### src/rtl/obstacle_pkg.sv
// Shared obstacle table types and widths used by the slot manager and by
// its consumers (track_draw, death).
package obstacle_pkg;

  localparam int OBST_POS_W    = 11;
  localparam int OBST_TYPE_W   = 2;
  localparam int LANE_W        = 2;
  localparam int NUM_OBSTACLES = 10;

  typedef struct packed {
    logic [OBST_TYPE_W-1:0] obst_type;
    logic [OBST_POS_W-1:0]  pos;
    logic [LANE_W-1:0]      lane;
    logic                   active;
  } obstacle_t;

  typedef enum logic {
    ST_IDLE    = 1'b0,
    ST_ADVANCE = 1'b1
  } sweep_state_t;

endpackage

### src/rtl/slot_priority_enc.sv
// Lowest-index inactive slot finder; purely combinational, no backpressure.
module slot_priority_enc #(
  parameter int N     = 10,
  parameter int IDX_W = $clog2(N)
) (
  input  logic [N-1:0]     active_vec,
  output logic [IDX_W-1:0] free_idx,
  output logic             free_found
);

  // Scan from the top down so the last hit is the lowest free index.
  always_comb begin
    free_idx   = '0;
    free_found = 1'b0;
    for (int i = N - 1; i >= 0; i--) begin
      if (!active_vec[i]) begin
        free_idx   = IDX_W'(i);
        free_found = 1'b1;
      end
    end
  end

endmodule

### src/rtl/obstacle_slot_manager.sv
// Obstacle table owner: spawn accept lands next cycle, a frame sweep takes NUM_SLOTS cycles.
// Spawns stall (spawn_ready=0) while sweeping, pending, resetting or full.
module obstacle_slot_manager
  import obstacle_pkg::*;
#(
  parameter int                    NUM_SLOTS = NUM_OBSTACLES,
  parameter logic [OBST_POS_W-1:0] SPAWN_POS = 11'd1023,
  parameter int                    SPEED_W   = 4
) (
  input  logic                               clk_in,
  input  logic                               rst_in,
  input  logic                               game_reset,
  input  logic                               frame_trigger,
  input  logic [SPEED_W-1:0]                 speed,
  input  logic                               spawn_valid,
  output logic                               spawn_ready,
  input  logic [OBST_TYPE_W-1:0]             spawn_type,
  input  logic [LANE_W-1:0]                  spawn_lane,
  output obstacle_t [NUM_SLOTS-1:0]          obstacles_out,
  output logic [$clog2(NUM_SLOTS+1)-1:0]     occupancy,
  output logic                               passed_pulse,
  output logic                               frame_overrun,
  output logic                               busy
);

  localparam int OCC_W = $clog2(NUM_SLOTS + 1);
  localparam int IDX_W = $clog2(NUM_SLOTS);
  localparam logic [OCC_W-1:0] FULL_CNT = OCC_W'(NUM_SLOTS);
  localparam logic [IDX_W-1:0] LAST_IDX = IDX_W'(NUM_SLOTS - 1);

  sweep_state_t              state_q, state_d;
  obstacle_t [NUM_SLOTS-1:0] table_q, table_d;
  logic [OCC_W-1:0]          occ_q, occ_d;
  logic [IDX_W-1:0]          idx_q, idx_d;
  logic [SPEED_W-1:0]        spd_q, spd_d;
  logic                      pending_q, pending_d;
  logic                      passed_q, passed_d;
  logic                      overrun_q, overrun_d;
  logic                      ready_en_q, ready_en_d;

  logic [NUM_SLOTS-1:0]      active_vec;
  logic [IDX_W-1:0]          free_idx;
  logic                      free_found;
  logic                      spawn_accept;
  logic [OBST_POS_W-1:0]     spd_ext;
  obstacle_t                 cur;

  always_comb begin
    for (int i = 0; i < NUM_SLOTS; i++) begin
      active_vec[i] = table_q[i].active;
    end
  end

  slot_priority_enc #(
    .N     (NUM_SLOTS),
    .IDX_W (IDX_W)
  ) u_prio (
    .active_vec (active_vec),
    .free_idx   (free_idx),
    .free_found (free_found)
  );

  // State register
  always_ff @(posedge clk_in or posedge rst_in) begin
    if (rst_in) begin
      state_q    <= ST_IDLE;
      table_q    <= '0;
      occ_q      <= '0;
      idx_q      <= '0;
      spd_q      <= '0;
      pending_q  <= 1'b0;
      passed_q   <= 1'b0;
      overrun_q  <= 1'b0;
      ready_en_q <= 1'b0;
    end else begin
      state_q    <= state_d;
      table_q    <= table_d;
      occ_q      <= occ_d;
      idx_q      <= idx_d;
      spd_q      <= spd_d;
      pending_q  <= pending_d;
      passed_q   <= passed_d;
      overrun_q  <= overrun_d;
      ready_en_q <= ready_en_d;
    end
  end

  // Next-state: sweep sequencing and frame trigger bookkeeping
  always_comb begin
    state_d    = state_q;
    idx_d      = idx_q;
    spd_d      = spd_q;
    pending_d  = pending_q;
    overrun_d  = 1'b0;
    ready_en_d = 1'b1;
    if (game_reset) begin
      state_d   = ST_IDLE;
      pending_d = 1'b0;
      idx_d     = '0;
    end else begin
      case (state_q)
        ST_IDLE: begin
          if (frame_trigger || pending_q) begin
            state_d   = ST_ADVANCE;
            pending_d = 1'b0;
            idx_d     = '0;
            spd_d     = speed;
          end
        end
        ST_ADVANCE: begin
          // Only one trigger can be queued behind the running sweep.
          if (frame_trigger) begin
            if (!pending_q) pending_d = 1'b1;
            else            overrun_d = 1'b1;
          end
          if (idx_q == LAST_IDX) state_d = ST_IDLE;
          else                   idx_d   = idx_q + 1'b1;
        end
        default: state_d = ST_IDLE;
      endcase
    end
  end

  // Table write port: exactly one of clear / advance / spawn per cycle
  always_comb begin
    table_d  = table_q;
    occ_d    = occ_q;
    passed_d = 1'b0;
    spd_ext  = {{(OBST_POS_W - SPEED_W){1'b0}}, spd_q};
    cur      = table_q[idx_q];
    if (game_reset) begin
      table_d = '0;
      occ_d   = '0;
    end else if (state_q == ST_ADVANCE) begin
      if (cur.active) begin
        if (cur.pos <= spd_ext) begin
          table_d[idx_q].active = 1'b0;
          occ_d                 = occ_q - 1'b1;
          passed_d              = 1'b1;
        end else begin
          table_d[idx_q].pos = cur.pos - spd_ext;
        end
      end
    end else if (spawn_accept && free_found) begin
      table_d[free_idx] = '{obst_type: spawn_type, pos: SPAWN_POS,
                            lane: spawn_lane, active: 1'b1};
      occ_d             = occ_q + 1'b1;
    end
  end

  // Outputs
  always_comb begin
    spawn_ready   = ready_en_q && (state_q == ST_IDLE) && !pending_q &&
                    !frame_trigger && !game_reset && (occ_q < FULL_CNT);
    spawn_accept  = spawn_valid && spawn_ready;
    busy          = (state_q == ST_ADVANCE);
    obstacles_out = table_q;
    occupancy     = occ_q;
    passed_pulse  = passed_q;
    frame_overrun = overrun_q;
  end

endmodule

### config.mk
export PLATFORM = sky130hd
export DESIGN_NAME = obstacle_slot_manager
export DESIGN_NICKNAME = d
export VERILOG_FILES = /design/src/rtl/obstacle_pkg.sv /design/src/rtl/slot_priority_enc.sv /design/src/rtl/obstacle_slot_manager.sv
export SDC_FILE = /design/constraint.sdc
export NUM_CORES = 1
export LEC_CHECK = 0
export ABC_CLOCK_PERIOD_IN_PS = 7250
export CORE_MARGIN = 3
export CORE_UTILIZATION = 30
export CTS_CLUSTER_DIAMETER = 40
export CTS_CLUSTER_SIZE = 8
export DETAILED_ROUTE_END_ITERATION = 8
export SLEW_MARGIN = 25
export SYNTH_ARGS = -nofsm -noshare
export SYNTH_HDL_FRONTEND = slang
export SYNTH_SLANG_ARGS = --single-unit
### constraint.sdc
create_clock -name clk_in -period 7.25 [get_ports clk_in]
set_clock_uncertainty 0.05 [all_clocks]
set_input_delay 1.45 -clock clk_in [delete_from_list [all_inputs] [get_ports clk_in]]
set_output_delay 1.45 -clock clk_in [all_outputs]
set_load 0.005 [all_outputs]
* After elaboration in Yosys (flattened, before gate mapping) *
Index checks and enable logic that the tools add are counted.

cells by class
  add/subtract/negate cells = 4
  order comparisons = 6
  equality and inequality tests = 6
  muxes and demuxes = 61
  bitwise gates (word level) = 2
  reduce and logical (&&, ||, !) cells = 19

operators with widths
  cell                 number
  $mux 160             5
  $bwmux 160           3
  $demux 16 s4         3
  $mux 4               18
  $bmux 16 s4          1
  $mux 14              2
  $mux 1               25
  $mux 16              1
  $le 11x4->1          1
  $sub 11x4->11        1
  $lt 4x5->1 const B   2
  $logic_and 1x1->1    9
  $ne 3x3->1 const B   3
  $add 4x1->4 const B  2
  $ge 4x1->1 const B   2
  $pmux 4 s2           1
  $ne 3x2->1 const B   2
  $reduce_and 2->1     3
  $reduce_and 3->1     2
  $eq 4x4->1 const B   1
  $lt 4x4->1 const B   1
  $pmux 1 s2           2
  $sub 4x1->4 const B  1
  $logic_not 1->1      3
  3 further kinds      4

word-level totals
  register bits after elaboration = 177
  input port bits = 13

* Longest topological paths before layout *
  depth after elaboration = 18
  gate-level depth with buffers = 16
  gate-level depth less buffers = 12

* By module *
A second synthesis with hierarchy kept.

unflattened totals
  cells, all modules = 940
  area total of the unflattened synthesis = 9,191.3 um2

by module, submodules not included
  module                 times used  cells each  area each (um2)  seq. area each (um2)
  obstacle_slot_manager  1           923         9,100.0          4,429.2
  slot_priority_enc      1           17          91.3             0.0

* Worst setup path after synthesis *
OpenSTA, ideal clock, no wires.

  path kind = flip-flop to flip-flop
  start point = register idx_q[1]
  end point = register table_q (netlist bit obstacles_out[115])
  arrival time = 3.814 ns
  data required time = 7.074 ns
  path slack = 3.260 ns
  stages on the path, launching flop included = 17
  buffers on the path = 5
  period minus slack after synthesis = 3.990 ns
  cells stage by stage = dfrtp_1 buf_6 buf_6 buf_4 buf_4 mux4_2 mux2i_1 o22ai_1 ha_1 nor2b_1 o31a_1 o21ai_0 nor4b_4 a21o_1 buf_8 a2111oi_4 a221o_1

between the ends
  cells in the longest elaborated chain, start to end = 9
  elaborated cells on any way between the ends = 18
  classes of those cells = add/sub (1); order compare (3); eq/ne (1); mux (11); reduce/logical (2)

ends and longest elaborated chain
  item                                                                   RTL line                     text
  start: declaration                                                     obstacle_slot_manager.sv:34  logic [IDX_W-1:0] idx_q, idx_d;
  start signal: assignment                                               obstacle_slot_manager.sv:79  idx_q <= idx_d;
  parallel branches: the longest is 9 deep, another holds $sub 11x4->11  -
  end signal: assignment                                                 obstacle_slot_manager.sv:77  table_q <= table_d;
  end: declaration                                                       obstacle_slot_manager.sv:32  obstacle_t [NUM_SLOTS-1:0] table_q, table_d;

Parallel ways; which one is timed is not known. The select of a mux whose other input is x is not followed.
A chain may end at the register's enable or synchronous reset.

* Final worst setup path *
  start point = register idx_q[1]
  end point = register table_q (netlist bit obstacles_out[93])

The elaborated chain is that of the path after synthesis.

==> flow_metrics.env <==
export IMPL_cts_root_buf="clkbuf_16"
export IMPL_portBuffers=180
export IMPL_cts_resized=0
export IMPL_cts_sinks=177
export IMPL_routedWlPerCell_um=24.8
export IMPL_worst_ep_arrival_time_ps=5310
export IMPL_ff2ff_setup_slack_ps=2210
export IMPL_antenna_found_initial=0
export IMPL_syn_to_final_growth_pct=29.9
export IMPL_drtPass1Iterations=5
export IMPL_start_util=0.307
export IMPL_cts_buffers=17
export IMPL_power_switching_mw=1.24
export IMPL_synth_seq_area_share=0.481
export IMPL_grt_pass1_wl_um=50200
export IMPL_die_w_um=181
export IMPL_timing_critical_path_buf_inv=0
export IMPL_setup_violations_final=0
export IMPL_p_clk_frac=0.322
export IMPL_clockBufferDepth=2
export IMPL_dpl_cell_count=1306
export IMPL_yosysUniqueCellTypes=86
export IMPL_p_per_area_nw_per_um2=259
export IMPL_ys_ff_latch=177
export IMPL_timing_final_crit_share=0.695
export IMPL_rows=63
export IMPL_synth_area_per_cell_um2=11.7
export IMPL_final_cells=1338
export IMPL_place_congestion=0.884
export IMPL_synth_ff_type="dfrtp_1"
export IMPL_finalMaxSlewViolations=0
export IMPL_slowest_delay_ps=920
export IMPL_fmax_ghz=0.198
export IMPL_min_period_ps=5040
export IMPL_cp_top_family="compound AO/OA/AOI/OAI gates"
export IMPL_p_comb_frac=0.327
export IMPL_setup_tns_ps=0
export IMPL_synth_top_area_frac=0.481
export IMPL_diodes=0
export IMPL_synth_warnings=0
export IMPL_finalHoldViolations=0
export IMPL_netlist_instances=788
export IMPL_grt_ovfl_total=0
export IMPL_drc_errors=0
export IMPL_hp_class="flop to flop"
export IMPL_layout_nets=960
export IMPL_path_clk_slew_ps=80
export IMPL_io_pins=181
export IMPL_seqPwrFrac=0.352
export IMPL_crit_type="flop to flop"
export IMPL_path_cells="mux4_2, mux2i_1, o22ai_1, ha_1, nor2b_1, o31a_1, o21ai_0, nor4b_4, nand2_1, o211ai_1, mux2_2"
export IMPL_yosysTopAreaCell="dfrtp_1"
export IMPL_max_cap_violations=0
export IMPL_relSlewSlack=0.296
export IMPL_start_kind="flop"
export IMPL_holdPathStages=2
export IMPL_leakage_nw=4.90
export IMPL_grt_start_max_net_pins=86
export IMPL_layout_drive_gt1_share=0.134
export IMPL_required_ps=7520
export IMPL_min_delay_start="obstacles_out[146]"
export IMPL_synthMostInstantiatedCell="dfrtp_1"
export IMPL_die_area_um2=32800
export IMPL_rr_worst_depth=11
export IMPL_grt_pass1_vias=7568
export IMPL_async_flop_share=1.00
export IMPL_rsz0062_at_grt="no"
export IMPL_synthTopCellsByArea="dfrtp_1, a221o_1, mux2i_1"
export IMPL_synth_fp_nets=813
export IMPL_p_int_mw=1.86
export IMPL_tritoncts="built"
export IMPL_finalPower_mw=3.10
export IMPL_cp_end_kind="flop"
export IMPL_swShare=0.400
export IMPL_min_delay_worst_endpoint="obstacles_out[146]"
export IMPL_die_y_um=181
export IMPL_critPathSlowestCell="o211ai_1"
export IMPL_post_cts_setup_buffer_count=0
export IMPL_synth_area_um2=9200
export IMPL_vias=7686
export IMPL_core_um2=30000
export IMPL_hpwl_um=24000
export IMPL_antenna_left=0
export IMPL_peakVddDrop_uv=164
export IMPL_viasPerCell=5.74
export IMPL_dr_first_iter_drc_count=777
export IMPL_worstSkewPairLatency_ps=450
export IMPL_htree_levels=4
export IMPL_synth_edf_count=0
export IMPL_hold_buffers=0
export IMPL_wl_um=33200
export IMPL_cp_max_fo=24
export IMPL_r2r_end="obstacles_out[93]"
export IMPL_outcome="complete, no violations"
export IMPL_synth_common_cells="dfrtp_1, a221o_1, nor2_1, mux2i_1, nand2_1"
export IMPL_grt_usage=0.199
export IMPL_worst_pin_slew_ps=1050
export IMPL_r2r_start="idx_q[1]"
## routing by layer
metal  vias up  share of wire  GRT usage  wire length (um)
met3        45          0.090     0.0610              3000
met4         0          0.028     0.0664               917
met1      3889           0.43      0.270             14200
li1       3365              -          -                 -
met2       387           0.45      0.302             15100
met5         -              0          0                 0
## stage by stage
stage               setup WS [ps]  cell area [um2]   util  hold WS [ps]
floorplan                     948             9200      -           437
global placement             2390            11200  0.375           455
detailed placement           2290            11300  0.376           465
CTS                          2330            11900  0.398           474
global route                 2000            12000  0.399           490
finish                       2210            12000  0.399           473
## tightest hold or removal path, delay by kind of cell, from the launching register on
| kind | cells | cell delay, ps |
|---|---|---|
| DFF | 1 | 380 |
| AOI/OAI and AO/OA | 1 | 50 |
| and+or+nand+nor | 1 | 60 |
## worst max path at each step
stage / start / end / depth (start not counted)
final: idx_q[1] / obstacles_out[93] / 11
after global routing: idx_q[1] / obstacles_out[93] / 11
after CTS: idx_q[1] / obstacles_out[93] / 11
after detailed placement: game_reset / obstacles_out[120] / 9
after global placement: idx_q[1] / obstacles_out[93] / 11
after floorplan: rst_in / busy / 1
## cells in the final DEF (no fill, tap or decap), types with 4 or more instances in the layout
cell               n
or2_2              4
nor2_1            55
nor3_1             7
mux2_1             6
inv_1             15
nand2_1           49
buf_4             11
a41o_1             4
and3_1             5
a221o_1           91
a21oi_1           24
ha_1              10
mux4_2            13
a31o_2             4
or3_1              6
dfrtp_1          175
o211ai_1           5
mux2_2            21
mux2i_1           51
nor3_4             4
clkinv_8          10
nand4_1            7
a22o_1            11
nor4_4             6
a21o_1             6
o21ai_0           31
nand3_1           14
a31oi_1            7
clkdlybuf4s50_1  179
o22ai_1            8
clkbuf_16         17
## state kept, by name, summed over array words and instances (netlist names), 4 cells and up
register	cells
idx_q	4
obstacles_out	160
spd_q	4
occupancy	4
## power groups by stage
| stage | clock, mW | sequential (mW) | combinational, mW |
|---|---|---|---|
| 2_1_floorplan | 0 | 1.08 | 0.641 |
| 3_3_place_gp | 0 | 1.11 | 0.970 |
| 3_5_place_dp | 0 | 1.11 | 0.987 |
| 4_1_cts | 1.01 | 1.09 | 0.991 |
| 5_1_grt | 1.05 | 1.10 | 1.08 |
| 6_report | 0.996 | 1.09 | 1.01 |
## cells by family (layout without fill, tap and decap cells)
logic type                 Yosys count  after routing  synth area share
AOI/OAI and AO/OA                  232            232             0.213
and+or+nand+nor                    187            187             0.114
DFF                                177            177             0.481
muxes                               91             91             0.120
buffers and inverters               81            241            0.0456
adders and majority gates           12             12            0.0180
xor gates and xnor gates             7              7           0.00666
other                                1              1          0.000408
## layout make-up
| cell class | count | area (um2) |
|---|---|---|
| fillers | 2849 | 18000 |
| flip-flops and latches | 177 | 4430 |
| repair buffers | 191 | 1880 |
| clock buffers | 17 | 425 |
| clock inverters | 15 | 235 |
| well taps | 390 | 488 |
| inverters | 18 | 72.6 |
| multi-input cells | 530 | 4420 |
Power figures use the tool's default switching activity.
